### config.mk
export PLATFORM = sky130hd
export DESIGN_NAME = mips_mc_ctrl_flat
export DESIGN_NICKNAME = d
export VERILOG_FILES = /design/src/rtl/mips_pkg.sv /design/src/rtl/mips_mc_ctrl_if.sv /design/src/rtl/mips_instr_decode.sv /design/src/rtl/mips_mc_ctrl.sv /design/src/flat_wrapper.sv
export SDC_FILE = /design/constraint.sdc
export NUM_CORES = 1
export LEC_CHECK = 0
export ABC_AREA = 0
export CAP_MARGIN = 40
export CORE_MARGIN = 3
export CORE_UTILIZATION = 52
export CTS_CLUSTER_DIAMETER = 40
export CTS_CLUSTER_SIZE = 16
export DETAILED_ROUTE_END_ITERATION = 8
export HOLD_SLACK_MARGIN = 0.05
export PLACE_DENSITY = 0.88
export SLEW_MARGIN = 20
export SYNTH_ARGS = -nofsm -noshare
export SYNTH_HDL_FRONTEND = slang
export SYNTH_HIERARCHICAL = 1
export SYNTH_SLANG_ARGS = --single-unit
### constraint.sdc
create_clock -name clk -period 2.35 [get_ports clk]
set_input_delay 0.235 -clock clk [delete_from_list [all_inputs] [get_ports clk]]
set_output_delay 0.235 -clock clk [all_outputs]
set_load 0.005 [all_outputs]
### src/rtl/mips_pkg.sv
// Shared definitions for the MIPS32 multi-cycle core: opcode/funct codes,
// ALU operation codes, datapath mux select encodings and controller states.
package mips_pkg;

    localparam logic [5:0] OP_RTYPE = 6'h00;
    localparam logic [5:0] OP_J     = 6'h02;
    localparam logic [5:0] OP_JAL   = 6'h03;
    localparam logic [5:0] OP_BEQ   = 6'h04;
    localparam logic [5:0] OP_BNE   = 6'h05;
    localparam logic [5:0] OP_ADDI  = 6'h08;
    localparam logic [5:0] OP_ADDIU = 6'h09;
    localparam logic [5:0] OP_SLTI  = 6'h0A;
    localparam logic [5:0] OP_ANDI  = 6'h0C;
    localparam logic [5:0] OP_ORI   = 6'h0D;
    localparam logic [5:0] OP_LUI   = 6'h0F;
    localparam logic [5:0] OP_LW    = 6'h23;
    localparam logic [5:0] OP_SW    = 6'h2B;

    localparam logic [5:0] FN_JR    = 6'h08;
    localparam logic [5:0] FN_ADD   = 6'h20;
    localparam logic [5:0] FN_ADDU  = 6'h21;
    localparam logic [5:0] FN_SUB   = 6'h22;
    localparam logic [5:0] FN_SUBU  = 6'h23;
    localparam logic [5:0] FN_AND   = 6'h24;
    localparam logic [5:0] FN_OR    = 6'h25;
    localparam logic [5:0] FN_XOR   = 6'h26;
    localparam logic [5:0] FN_NOR   = 6'h27;
    localparam logic [5:0] FN_SLT   = 6'h2A;
    localparam logic [5:0] FN_SLTU  = 6'h2B;

    // ADD is code 0 so that an idle controller drives an all-zero alu_op.
    typedef enum logic [3:0] {
        ALU_ADD  = 4'h0,
        ALU_ADDU = 4'h1,
        ALU_SUB  = 4'h2,
        ALU_SUBU = 4'h3,
        ALU_AND  = 4'h4,
        ALU_OR   = 4'h5,
        ALU_XOR  = 4'h6,
        ALU_NOR  = 4'h7,
        ALU_SLT  = 4'h8,
        ALU_SLTU = 4'h9,
        ALU_LUI  = 4'hA
    } alu_op_e;

    localparam logic [1:0] REGDST_RT = 2'b00;
    localparam logic [1:0] REGDST_RD = 2'b01;
    localparam logic [1:0] REGDST_RA = 2'b10;

    localparam logic [1:0] ALUB_REG  = 2'b00;
    localparam logic [1:0] ALUB_FOUR = 2'b01;
    localparam logic [1:0] ALUB_IMM  = 2'b10;

    localparam logic [1:0] WB_ALU    = 2'b00;
    localparam logic [1:0] WB_MEM    = 2'b01;
    localparam logic [1:0] WB_PC4    = 2'b10;

    localparam logic [1:0] PCSRC_SEQ = 2'b00;
    localparam logic [1:0] PCSRC_BR  = 2'b01;
    localparam logic [1:0] PCSRC_JMP = 2'b10;

    typedef enum logic [3:0] {
        ST_IDLE,
        ST_FETCH,
        ST_DECODE,
        ST_EXEC,
        ST_WB,
        ST_ADDR,
        ST_MEM,
        ST_WBMEM,
        ST_BRANCH,
        ST_JUMP
    } state_e;

    typedef enum logic [3:0] {
        CLS_ILL,
        CLS_R,
        CLS_JR,
        CLS_IMM,
        CLS_LW,
        CLS_SW,
        CLS_BR,
        CLS_J,
        CLS_JAL
    } instr_class_e;

    // Logical immediates and lui take a zero-extended immediate.
    function automatic logic is_zero_ext_imm(input logic [5:0] op);
        return (op == OP_ANDI) || (op == OP_ORI) || (op == OP_LUI);
    endfunction

endpackage

### src/rtl/mips_mc_ctrl_if.sv
// Control/handshake bundle between the multi-cycle controller and the
// datapath/memory side of the core.
interface mips_mc_ctrl_if;

    logic                 run;
    logic [5:0]           opcode;
    logic [5:0]           funct;
    logic                 alu_zero;
    logic                 mem_ready;

    logic                 mem_req;
    logic                 mem_we;
    logic                 ir_write;
    logic                 pc_write;
    logic                 reg_write;
    logic [1:0]           reg_dst_sel;
    logic [1:0]           alu_b_sel;
    logic [1:0]           wb_sel;
    logic [1:0]           pc_src_sel;
    mips_pkg::alu_op_e    alu_op;
    logic                 illegal;
    logic                 busy;
    logic                 zero_ext;

    modport master (
        input  run, opcode, funct, alu_zero, mem_ready,
        output mem_req, mem_we, ir_write, pc_write, reg_write,
        output reg_dst_sel, alu_b_sel, wb_sel, pc_src_sel, alu_op,
        output illegal, busy, zero_ext
    );

    modport slave (
        output run, opcode, funct, alu_zero, mem_ready,
        input  mem_req, mem_we, ir_write, pc_write, reg_write,
        input  reg_dst_sel, alu_b_sel, wb_sel, pc_src_sel, alu_op,
        input  illegal, busy, zero_ext
    );

endinterface

### src/rtl/mips_instr_decode.sv
// Combinational classifier: maps opcode/funct of the latched instruction to
// an instruction class, the ALU operation and the immediate-extension mode.
module mips_instr_decode
    import mips_pkg::*;
(
    input  logic [5:0]    opcode_i,
    input  logic [5:0]    funct_i,
    output instr_class_e  cls_o,
    output alu_op_e       alu_op_o,
    output logic          zero_ext_o
);

    always_comb begin
        cls_o      = CLS_ILL;
        alu_op_o   = ALU_ADD;
        zero_ext_o = 1'b0;
        case (opcode_i)
            OP_RTYPE: begin
                case (funct_i)
                    FN_ADD:  begin cls_o = CLS_R; alu_op_o = ALU_ADD;  end
                    FN_ADDU: begin cls_o = CLS_R; alu_op_o = ALU_ADDU; end
                    FN_SUB:  begin cls_o = CLS_R; alu_op_o = ALU_SUB;  end
                    FN_SUBU: begin cls_o = CLS_R; alu_op_o = ALU_SUBU; end
                    FN_AND:  begin cls_o = CLS_R; alu_op_o = ALU_AND;  end
                    FN_OR:   begin cls_o = CLS_R; alu_op_o = ALU_OR;   end
                    FN_XOR:  begin cls_o = CLS_R; alu_op_o = ALU_XOR;  end
                    FN_NOR:  begin cls_o = CLS_R; alu_op_o = ALU_NOR;  end
                    FN_SLT:  begin cls_o = CLS_R; alu_op_o = ALU_SLT;  end
                    FN_SLTU: begin cls_o = CLS_R; alu_op_o = ALU_SLTU; end
                    FN_JR:   cls_o = CLS_JR;
                    default: cls_o = CLS_ILL;
                endcase
            end
            OP_ADDI:  begin cls_o = CLS_IMM; alu_op_o = ALU_ADD;  end
            OP_ADDIU: begin cls_o = CLS_IMM; alu_op_o = ALU_ADDU; end
            OP_SLTI:  begin cls_o = CLS_IMM; alu_op_o = ALU_SLT;  end
            OP_ANDI:  begin cls_o = CLS_IMM; alu_op_o = ALU_AND;  end
            OP_ORI:   begin cls_o = CLS_IMM; alu_op_o = ALU_OR;   end
            OP_LUI:   begin cls_o = CLS_IMM; alu_op_o = ALU_LUI;  end
            OP_LW:    cls_o = CLS_LW;
            OP_SW:    cls_o = CLS_SW;
            OP_BEQ,
            OP_BNE:   cls_o = CLS_BR;
            OP_J:     cls_o = CLS_J;
            OP_JAL:   cls_o = CLS_JAL;
            default:  cls_o = CLS_ILL;
        endcase
        if (cls_o == CLS_IMM) begin
            zero_ext_o = is_zero_ext_imm(opcode_i);
        end
    end

endmodule

### src/rtl/mips_mc_ctrl.sv
// Multi-cycle MIPS32 control FSM: sequences fetch/decode/execute/memory/
// writeback and drives all datapath selects, write enables and memory requests.
module mips_mc_ctrl
    import mips_pkg::*;
#(
    parameter int unsigned RESET_WAIT = 1
) (
    input  logic            clk,
    input  logic            rst_n,
    mips_mc_ctrl_if.master  bus
);

    state_e        state_q, state_d;
    logic [3:0]    wait_q, wait_d;

    instr_class_e  cls_q;
    alu_op_e       alu_op_q;
    logic          zext_q;
    logic          bne_q;

    instr_class_e  dec_cls;
    alu_op_e       dec_alu_op;
    logic          dec_zext;

    mips_instr_decode u_decode (
        .opcode_i   (bus.opcode),
        .funct_i    (bus.funct),
        .cls_o      (dec_cls),
        .alu_op_o   (dec_alu_op),
        .zero_ext_o (dec_zext)
    );

    always_ff @(posedge clk or negedge rst_n) begin
        if (!rst_n) begin
            state_q <= ST_IDLE;
            wait_q  <= 4'(RESET_WAIT);
        end else begin
            state_q <= state_d;
            wait_q  <= wait_d;
        end
    end

    // Decode result is captured once per instruction so later states decode
    // from registers rather than the instruction bus.
    always_ff @(posedge clk or negedge rst_n) begin
        if (!rst_n) begin
            cls_q    <= CLS_ILL;
            alu_op_q <= ALU_ADD;
            zext_q   <= 1'b0;
            bne_q    <= 1'b0;
        end else if (state_q == ST_DECODE) begin
            cls_q    <= dec_cls;
            alu_op_q <= dec_alu_op;
            zext_q   <= dec_zext;
            bne_q    <= bus.opcode[0];
        end
    end

    always_comb begin
        state_d = state_q;
        wait_d  = wait_q;
        case (state_q)
            ST_IDLE: begin
                if (wait_q != 4'd0) begin
                    wait_d = wait_q - 4'd1;
                end else if (bus.run) begin
                    state_d = ST_FETCH;
                end
            end
            ST_FETCH: begin
                if (bus.mem_ready) begin
                    state_d = ST_DECODE;
                end
            end
            ST_DECODE: begin
                case (dec_cls)
                    CLS_R, CLS_IMM:         state_d = ST_EXEC;
                    CLS_LW, CLS_SW:         state_d = ST_ADDR;
                    CLS_BR:                 state_d = ST_BRANCH;
                    CLS_J, CLS_JAL, CLS_JR: state_d = ST_JUMP;
                    default:                state_d = ST_FETCH;
                endcase
            end
            ST_EXEC:   state_d = ST_WB;
            ST_WB:     state_d = ST_FETCH;
            ST_ADDR:   state_d = ST_MEM;
            ST_MEM: begin
                if (bus.mem_ready) begin
                    state_d = (cls_q == CLS_SW) ? ST_FETCH : ST_WBMEM;
                end
            end
            ST_WBMEM:  state_d = ST_FETCH;
            ST_BRANCH: state_d = ST_FETCH;
            ST_JUMP:   state_d = ST_FETCH;
            default:   state_d = ST_IDLE;
        endcase
    end

    always_comb begin
        bus.mem_req     = 1'b0;
        bus.mem_we      = 1'b0;
        bus.ir_write    = 1'b0;
        bus.pc_write    = 1'b0;
        bus.reg_write   = 1'b0;
        bus.reg_dst_sel = REGDST_RT;
        bus.alu_b_sel   = ALUB_REG;
        bus.wb_sel      = WB_ALU;
        bus.pc_src_sel  = PCSRC_SEQ;
        bus.alu_op      = ALU_ADD;
        bus.illegal     = 1'b0;
        bus.busy        = (state_q != ST_IDLE);
        bus.zero_ext    = zext_q;
        case (state_q)
            ST_FETCH: begin
                // IR/PC latch only on the completing cycle so a stalled fetch
                // writes them exactly once.
                bus.mem_req    = 1'b1;
                bus.alu_b_sel  = ALUB_FOUR;
                bus.pc_src_sel = PCSRC_SEQ;
                bus.ir_write   = bus.mem_ready;
                bus.pc_write   = bus.mem_ready;
            end
            ST_DECODE: begin
                bus.illegal = (dec_cls == CLS_ILL);
            end
            ST_EXEC: begin
                bus.alu_b_sel = (cls_q == CLS_IMM) ? ALUB_IMM : ALUB_REG;
                bus.alu_op    = alu_op_q;
            end
            ST_WB: begin
                bus.reg_write   = 1'b1;
                bus.wb_sel      = WB_ALU;
                bus.reg_dst_sel = (cls_q == CLS_R) ? REGDST_RD : REGDST_RT;
            end
            ST_ADDR: begin
                bus.alu_b_sel = ALUB_IMM;
                bus.alu_op    = ALU_ADD;
            end
            ST_MEM: begin
                // Address-phase selects held so the address stays stable under stall.
                bus.mem_req   = 1'b1;
                bus.mem_we    = (cls_q == CLS_SW);
                bus.alu_b_sel = ALUB_IMM;
                bus.alu_op    = ALU_ADD;
            end
            ST_WBMEM: begin
                bus.reg_write   = 1'b1;
                bus.wb_sel      = WB_MEM;
                bus.reg_dst_sel = REGDST_RT;
            end
            ST_BRANCH: begin
                bus.alu_op     = ALU_SUB;
                bus.alu_b_sel  = ALUB_REG;
                bus.pc_src_sel = PCSRC_BR;
                bus.pc_write   = bne_q ? ~bus.alu_zero : bus.alu_zero;
            end
            ST_JUMP: begin
                bus.pc_src_sel = PCSRC_JMP;
                bus.pc_write   = 1'b1;
                if (cls_q == CLS_JAL) begin
                    bus.reg_write   = 1'b1;
                    bus.reg_dst_sel = REGDST_RA;
                    bus.wb_sel      = WB_PC4;
                end
            end
            default: ;
        endcase
    end

endmodule

### src/flat_wrapper.sv
// flat-port wrapper written by rule: the top's interface ports become plain ports
module mips_mc_ctrl_flat import mips_pkg::*;
#(
    parameter int unsigned RESET_WAIT = 1
)
  (clk, rst_n, bus_run, bus_opcode, bus_funct, bus_alu_zero, bus_mem_ready, bus_mem_req, bus_mem_we, bus_ir_write, bus_pc_write, bus_reg_write, bus_reg_dst_sel, bus_alu_b_sel, bus_wb_sel, bus_pc_src_sel, bus_alu_op, bus_illegal, bus_busy, bus_zero_ext);
  mips_mc_ctrl_if bus_i ();
  input  logic clk;
  input  logic rst_n;
  input wire logic [$bits(bus_i.run)-1:0] bus_run;
  input wire logic [$bits(bus_i.opcode)-1:0] bus_opcode;
  input wire logic [$bits(bus_i.funct)-1:0] bus_funct;
  input wire logic [$bits(bus_i.alu_zero)-1:0] bus_alu_zero;
  input wire logic [$bits(bus_i.mem_ready)-1:0] bus_mem_ready;
  output wire logic [$bits(bus_i.mem_req)-1:0] bus_mem_req;
  output wire logic [$bits(bus_i.mem_we)-1:0] bus_mem_we;
  output wire logic [$bits(bus_i.ir_write)-1:0] bus_ir_write;
  output wire logic [$bits(bus_i.pc_write)-1:0] bus_pc_write;
  output wire logic [$bits(bus_i.reg_write)-1:0] bus_reg_write;
  output wire logic [$bits(bus_i.reg_dst_sel)-1:0] bus_reg_dst_sel;
  output wire logic [$bits(bus_i.alu_b_sel)-1:0] bus_alu_b_sel;
  output wire logic [$bits(bus_i.wb_sel)-1:0] bus_wb_sel;
  output wire logic [$bits(bus_i.pc_src_sel)-1:0] bus_pc_src_sel;
  output wire logic [$bits(bus_i.alu_op)-1:0] bus_alu_op;
  output wire logic [$bits(bus_i.illegal)-1:0] bus_illegal;
  output wire logic [$bits(bus_i.busy)-1:0] bus_busy;
  output wire logic [$bits(bus_i.zero_ext)-1:0] bus_zero_ext;
  assign bus_i.run = bus_run;
  assign bus_i.opcode = bus_opcode;
  assign bus_i.funct = bus_funct;
  assign bus_i.alu_zero = bus_alu_zero;
  assign bus_i.mem_ready = bus_mem_ready;
  assign bus_mem_req = bus_i.mem_req;
  assign bus_mem_we = bus_i.mem_we;
  assign bus_ir_write = bus_i.ir_write;
  assign bus_pc_write = bus_i.pc_write;
  assign bus_reg_write = bus_i.reg_write;
  assign bus_reg_dst_sel = bus_i.reg_dst_sel;
  assign bus_alu_b_sel = bus_i.alu_b_sel;
  assign bus_wb_sel = bus_i.wb_sel;
  assign bus_pc_src_sel = bus_i.pc_src_sel;
  assign bus_alu_op = bus_i.alu_op;
  assign bus_illegal = bus_i.illegal;
  assign bus_busy = bus_i.busy;
  assign bus_zero_ext = bus_i.zero_ext;
  mips_mc_ctrl #(.RESET_WAIT(RESET_WAIT)) u_core (.clk(clk), .rst_n(rst_n), .bus(bus_i));
endmodule
* After elaboration in Yosys (flattened, before gate mapping)
Memories as Yosys holds them, arrays and structs flattened.
Index checks and enable logic that the tools add are counted.
** Word-level totals
- Logic and storage cells :: 93
- Input bits :: 17
- Flip-flop bits (word level) :: 18
- Bits in writable memories :: 0
- Memory bits (read-only) :: 64
- Memories kept :: 1
- Bits in latches :: 0
** Operators by class
- Multiplexer cells :: 27
- Multiply operators :: 0
- Eq/ne operators :: 41
- Divide/modulo/power cells :: 0
- $add $sub $neg :: 1
- Reductions and logical operators :: 16
- Magnitude comparators :: 0
- Bitwise gates (word level) :: 1
- Shift-type cells :: 0
** Memory list
- (name not given) :: words 16, bits a word 4, read ports 1, clocked after memory_dff 0, wr ports 0, line mips_mc_ctrl.sv:76 : case (dec_cls)
** Operators by type and width (count)
- $eq 6x6->1 const B :: 12
- $pmux 4 s7 :: 2
- $eq 6x4->1 const B :: 7
- $pmux 4 s9 :: 1
- $pmux 4 s6 :: 1
- $eq 4x3->1 const B :: 5
- $eq 4x2->1 const B :: 4
- $mux 4 :: 4
- $pmux 2 s2 :: 4
- $eq 4x4->1 const B :: 3
- $eq 6x2->1 const B :: 2
- $eq 6x3->1 const B :: 2
- $reduce_or 10->1 :: 1
- $eq 4x1->1 const B :: 2
- $logic_not 4->1 :: 2
- $mux 1 :: 8
- $ne 2x2->1 const B :: 4
- $pmux 4 s2 :: 1
- $reduce_bool 4->1 :: 2
- $reduce_or 2->1 :: 4
- $logic_not 6->1 :: 1
- $pmux 2 s3 :: 1
- $reduce_or 6->1 :: 1
- $mux 2 :: 2
- 9 further kinds :: 10

* Logic depth before layout (Yosys ltp)
Gate-level depths: netlist of the first run.
- Depth in word-level cells :: 6
- Depth in mapped cells :: 8

* Modules after synthesis
The synthesis of the first run kept the hierarchy.
** Modules (own cells, without submodules)
- mips_mc_ctrl :: area an instance 1106.1 sq um, times used 1, cells an instance 136
- mips_instr_decode :: area an instance 319.1 sq um, times used 1, cells an instance 49

* Worst setup path before layout of the first run
OpenSTA, ideal clock, no wires.
- Kind :: in2reg
- Start :: input bus_opcode[2]
- End :: register u_core.state_q[0]
- Slack :: 0.599 ns
- Library setup time :: 0.130 ns
- Buffers on the path :: 1
- Cell stages on the path :: 8
- Arrival :: 1.622 ns
- Path through :: buf_4 > nor3_4 > nand4b_1 > a21oi_1 > nor4bb_1 > a21oi_1 > a211oi_1 > o22ai_1
** Between the ends
- Longest elaborated chain between the ends :: 5
- Elaborated cells between the ends (all ways) :: 18
- Classes of those cells :: eq/ne: 12; mux: 2; reduce/logical: 3; memory: 1
** Ends and longest elaborated chain
- start: declaration :: line flat_wrapper.sv:11 : input wire logic [$bits(bus_i.opcode)-1:0] bus_opcode;
- $eq 6x4->1 or $eq 6x3->1 (tied branches) :: line mips_instr_decode.sv:17 : case (opcode_i)
- $reduce_or 6->1 (no source line) or $reduce_or 2->1 (tied branches)
- $pmux 4 s7 (*) :: line mips_instr_decode.sv:17
- net u_core.dec_cls[1] :: line mips_mc_ctrl.sv:21 : instr_class_e dec_cls;
- $mem_v2 16x4 (*)
- $pmux 4 s7 (*) :: line mips_mc_ctrl.sv:62 : case (state_q)
- end signal: assignment :: line mips_mc_ctrl.sv:38 : state_q <= state_d;
- end: declaration :: line mips_mc_ctrl.sv:13 : state_e state_q, state_d;
The timed path passes the listed nets; every way through them passes the cells marked *.
A chain may end at the register's enable or synchronous reset.

* Worst setup path after layout of the first run
- Start :: register u_core.state_q[0]
- End :: output bus_alu_b_sel[1]
** Between the ends
- Longest elaborated chain between the ends :: 3
- Elaborated cells between the ends (all ways) :: 6
- Classes of those cells :: eq/ne: 4; mux: 1; reduce/logical: 1
** Ends and longest elaborated chain
- $eq 4x3->1 :: line mips_mc_ctrl.sv:113 : case (state_q)
- $reduce_or 2->1 (no source line)
- $pmux 2 s3 (*) :: line mips_mc_ctrl.sv:113
- end: declaration :: line flat_wrapper.sv:21 : output wire logic [$bits(bus_i.alu_b_sel)-1:0] bus_alu_b_sel;
Mark *: on every way between the ends. The rest lies on a longest branch, timed or not.

==> results of run 1 <==
## worst paths after layout
kind,from,endpoint,slack (ns)
worst max register to register,u_core/state_q[2],u_core/state_q[1],0.49
worst min-delay path,rst_n,u_core/bne_q,0.11
min in group clk,u_core/alu_op_q[0],u_core/alu_op_q[0],0.49
worst max-delay path,u_core/state_q[0],bus_alu_b_sel[1],0.09
worst min register to register,u_core/alu_op_q[0],u_core/alu_op_q[0],0.49
max in group asynchronous,rst_n,u_core/wait_q[0],1.79
## area by class of cell
type / instances / area share
Clock buffer: 4 / 0.0176
Inverter: 6 / 0.0109
Multi-Input combinational cell: 151 / 0.456
Sequential cell: 18 / 0.221
Tap cell: 30 / 0.0182
Timing Repair Buffer: 63 / 0.276
## synth_stat cells, drive strengths merged (2+ instances only)
cell / number / share of area
nand2: 41 / 0.11
dfrtp: 17 / 0.30
nor2: 14 / 0.037
a21oi: 8 / 0.028
nand2b: 8 / 0.035
inv: 6 / 0.016
nor2b: 6 / 0.026
nor3: 6 / 0.032
buf: 5 / 0.019
clkbuf: 5 / 0.013
and2: 4 / 0.018
and3: 4 / 0.018
nand3: 4 / 0.014
nand3b: 4 / 0.021
nor3b: 4 / 0.025
o21ai: 4 / 0.017
o22ai: 4 / 0.018
a211oi: 3 / 0.016
nor4: 3 / 0.013
or2: 3 / 0.013
and4b: 2 / 0.014
mux2: 2 / 0.016
nand4: 2 / 0.0088
nand4bb: 2 / 0.016
o2111ai: 2 / 0.012
o31ai: 2 / 0.011
xnor2: 2 / 0.012
## worst register-to-register path, delay by kind of cell (launching register included)
kind | cells | cell delay (ns)
and+or+nand+nor | 2 | 0.76
DFF | 1 | 0.51
AOI/OAI and AO/OA | 2 | 0.53
## sequential cells by signal, indices dropped and copies added, names as in the netlist
register and flops:
u_core/alu_op_q 4, u_core/cls_q 4, u_core/state_q 4, u_core/wait_q 4
u_core/bne_q 1, u_core/bus.zero_ext 1
## what timing repair did
| action | 4_1_cts | 5_1_grt |
|---|---|---|
| endpoints found under the setup margin | 2 | 8 |
| cloned | 0 | 0 |
| resized for setup | 10 | 9 |
| buffers inserted | 1 | 4 |
| pin swaps | 1 | 3 |
| hold buffers | 0 | 0 |
## stage by stage
step / setup slack, ns / setup TNS, ns / cells
floorplan: 0.599 / 0 / 185
global placement: -0.128 / -0.168 / 262
detailed placement: -0.165 / -0.249 / 262
CTS: -0.0132 / -0.0132 / 267
global route: -0.0177 / -0.0180 / 272
finish: 0.0914 / 0 / 272
## cell families (layout without fill, tap and decap cells)
family | count (synthesis) | in the layout | share of synthesized area
compound gates | 31 | 31 | 0.148
xor+xnor | 3 | 3 | 0.0184
fa+ha+maj | 1 | 1 | 0.00878
buf+inv | 16 | 73 | 0.0483
flops | 18 | 18 | 0.317
mux | 3 | 3 | 0.0228
simple gates | 113 | 113 | 0.436
## per-layer routing
layer	wire, um	GRT usage	vias up
li1	-	-	760
met1	1820	0.326	792
met2	2180	0.423	76
met3	245	0.0417	10
met4	85	0.0861	0
met5	0	0	-
## power groups by stage
stage / Clock [W] / Combinational (W) / Sequential (W)
after global placement: 0 / 0.000742 / 0.000486
after floorplan: 0 / 0.000478 / 0.000443
after CTS: 0.000199 / 0.000782 / 0.000493
after detailed placement: 0 / 0.000768 / 0.000492
final: 0.000191 / 0.000820 / 0.000498
after global routing: 0.000212 / 0.000906 / 0.000511
==> qor.csv, run 1 <==
metric,value,unit
crit path cell chain,"buf_4, nand2_1, nor4_2, a21oi_1, nor2_1, clkdlybuf4s50_1",
Leakage,0.934,nW
total power,0.00151,W
total grt overflow,0,
WHS,0.110,ns
cell count of the worst reg-to-reg path,4,
Initial Util,0.560,
Port Buf Inserts,36,
area occupied by multi-input gates,941,um2
clock network fraction of total power,0.127,
clk root buf,clkbuf_4,
Pwr per Cell Area,732,nW/um2
CP Depth,6,
Post-synth EDFFs,0,
TritonCTS Buffers,3,
Critical Path Start Type,register,
DIE WIDTH,58.4,um
final slew viol count,0,
Gate power share,0.543,
fin crit share,0.961,
most frequent cells in the layout,"nand2_1, clkdlybuf4s50_1, buf_4",
Syn Inst Count,185,
status,finished clean,
GPL Wtd Cong,0.987,
critical path's largest stage delay,0.51,ns
mapped cell area,1430,um2
FF/Latch Area,457,um2
P&R area growth vs syn,44.8,%
"leading cell type in the layout, fill and taps excluded",nand2_1,
post-synth net total,203,
pin count of the biggest net entering global routing,19,
fmax,0.443,GHz
clk sinks,18,
Setup crit end kind,output port,
distinct cell type count after synthesis,52,
Yosys warnings,6,
Worst-Margin Slew,0.439,ns
Internal,0.000899,W
clk_skew,0.0160,ns
chip height,58.4,um
Worst Path Required,2.12,ns
Sw Pwr,0.000611,W
Final Critical Period,2.26,ns
all-layer global routing usage,0.251,
ANT cells,0,
CTS tree,built,
critical path's slowest cell,clkdlybuf4s50_1,
number of setup violations in the final report,0,
routed wire length per instance,15.9,um
Max Fanout on Critical Path,8,
core area,2540,um2
average size of a mapped cell,7.70,um2
Ports,37,
critical setup path kind,register to output port,
share of layout cells above drive strength 1,0.207,
FILL cells,171,
CP bufs+invs,2,
Via-to-Cell Ratio,6.02,
Detail Placement HPWL,3.15,mm
endpoints failing hold,0,
"Reg clk slew, reported paths",0.11,ns
Peak VDD IR,0.656,mV
Synth async-reset ratio,1.00,
Longest Clk Path Bufs,2,
initial detailed-routing violation count,118,
Seq pwr share,0.330,
Final Core Density,0.811,
max cap viols,0,
post-synthesis sequential area ratio,0.317,
number of global-route vias before repair,1487,
class of the worst hold path,input pin to async pin,
post-route antenna net violation count,0,
full die area,3400,um2
initial antenna violation count,0,
Critical Path AT,2.02,ns
Row Count,18,
H-Tree Depth,1,
Clock Latency Late Sink,0.30,ns
DRT Pass-1 Iters,4,
# nets final,261,
Sw Ratio,0.405,
total number of vias,1638,
fin area,2060,um2
detailed-route DRC error count,0,
Synth Register Bits,18,
total wire length,4.33,mm
family with the most delay on the worst path,buffers and inverters,
top_reg_cell synth,dfrtp_1,
DP Area,1930,um2
first-pass GRT wire length,6.67,mm
slew margin rel.,0.707,
(Power assumes the default switching activity.)
==> run 2, diff against run 1 <==
--- a/config.mk
+++ b/config.mk
@@ -7,6 +7,7 @@
 export LEC_CHECK = 0
 export ABC_AREA = 0
 export CAP_MARGIN = 40
+export CORE_ASPECT_RATIO = 1.5
 export CORE_MARGIN = 3
 export CORE_UTILIZATION = 52
 export CTS_CLUSTER_DIAMETER = 40
==> qor.csv, run 2 (synthesized netlist as in run 1, its figures left out) <==
metric,value,unit
first-pass GRT wire length,6.38,mm
CTS tree,built,
DP Area,1960,um2
# nets final,263,
most frequent cells in the layout,"nand2_1, clkdlybuf4s50_1, buf_4",
total grt overflow,0,
r2r endpoint,u_core/state_q[1],
all-layer global routing usage,0.232,
Initial Util,0.563,
critical setup path kind,input pin to register,
Critical Path AT,2.42,ns
"reg-to-reg slack, setup",0.51,ns
share of layout cells above drive strength 1,0.193,
detailed-route DRC error count,0,
Peak VDD IR,0.446,mV
clk root buf,clkbuf_4,
GPL Wtd Cong,0.845,
cell count of the worst reg-to-reg path,4,
max cap viols,0,
fmax,0.445,GHz
Setup crit end kind,register,
Critical Path Start Type,input pin,
P&R area growth vs syn,45.8,%
initial antenna violation count,0,
Clock Latency Late Sink,0.29,ns
Row Count,22,
fin crit share,0.957,
Final Critical Period,2.25,ns
post-route antenna net violation count,0,
DIE WIDTH,48.7,um
ANT cells,0,
H-Tree Depth,1,
Worst Path Required,2.52,ns
"Reg clk slew, reported paths",0.10,ns
Leakage,0.947,nW
Worst-Margin Slew,0.406,ns
routed wire length per instance,14.3,um
slew margin rel.,0.729,
chip height,70.1,um
total number of vias,1603,
Worst Setup EP,u_core/state_q[0],
TritonCTS Buffers,3,
final slew viol count,0,
number of global-route vias before repair,1565,
Via-to-Cell Ratio,5.73,
full die area,3420,um2
Max Fanout on Critical Path,11,
clk_skew,0.00358,ns
Post-Layout Cell Count,280,
total wire length,3.99,mm
FILL cells,181,
Critical R2R Launch,u_core/state_q[3],
"leading cell type in the layout, fill and taps excluded",nand2_1,
pin count of the biggest net entering global routing,19,
Critical Path Start,bus_opcode[0],
number of setup violations in the final report,0,
endpoints failing hold,0,
Port Buf Inserts,36,
core area,2530,um2
Final Core Density,0.821,
Pwr per Cell Area,721,nW/um2
class of the worst hold path,input pin to async pin,
Cells after DPL,270,
Detail Placement HPWL,3.00,mm
Ports,37,
clk sinks,18,
DRT Pass-1 Iters,4,
Longest Clk Path Bufs,2,
status,finished clean,
initial detailed-routing violation count,62,
fin area,2080,um2
run 2: worst min-delay path by stage:
stage                    endpoint  slack (ns)  cells past startpoint
6_report        u_core/state_q[2]        0.10                      1
3_5_place_dp   u_core/alu_op_q[2]        0.46                      2
4_1_cts         u_core/state_q[2]        0.40                      1
5_1_grt         u_core/state_q[2]        0.08                      1
2_1_floorplan  u_core/alu_op_q[0]       -0.06                      0
3_3_place_gp   u_core/alu_op_q[2]        0.45                      2
run 2: power breakdown:
| part | internal (W) | switching, W | total [W] |
|---|---|---|---|
| registers | 0.000397 | 0.0000909 | 0.000488 |
| logic | 0.000413 | 0.000411 | 0.000824 |
| clock network | 0.0000944 | 0.0000918 | 0.000186 |
| total | 0.000905 | 0.000593 | 0.00150 |
run 2: critical path, cell delays in order:
cell	delay (ns)
clkdlybuf4s50_1	0.42
buf_6	0.15
buf_4	0.14
nor3_4	0.23
nand4b_1	0.15
a21oi_2	0.20
buf_4	0.15
nor4bb_1	0.31
a21oi_1	0.12
a211oi_1	0.22
o22ai_1	0.11
run 2: timing repair:
action | in CTS | in global routing
buffers inserted | 0 | 5
gates resized for setup | 7 | 5
pin swaps | 2 | 5
hold buffers | 0 | 0
setup endpoints to repair | 2 | 6
run 2: area by class of cell:
| class | instances | area, um2 | area share |
|---|---|---|---|
| multi-input combinational | 151 | 921 | 0.443 |
| timing repair buffer | 65 | 599 | 0.288 |
| sequential | 18 | 454 | 0.219 |
| tap | 36 | 45.0 | 0.0217 |
| clock buffer | 4 | 36.3 | 0.0175 |
| inverter | 6 | 22.5 | 0.0108 |
run 2: metrics by stage:
stage               power, W  TNS, ns  setup slack, ns  hold slack (ns)
floorplan           0.000921        0            0.599          -0.0606
global placement     0.00121  -0.0840          -0.0840            0.451
global route         0.00160  -0.0181          -0.0170           0.0772
detailed placement   0.00124   -0.220           -0.131            0.464
CTS                  0.00144  -0.0116          -0.0116            0.402
finish               0.00150        0            0.102            0.105
run 2: metal layers:
| metal | vias to the layer above | track usage | part of all wire |
|---|---|---|---|
| met4 | 0 | 0.139 | 0.038 |
| met1 | 747 | 0.215 | 0.37 |
| met2 | 70 | 0.463 | 0.54 |
| li1 | 770 | - | - |
| met3 | 16 | 0.0277 | 0.053 |
| met5 | - | 0 | 0 |
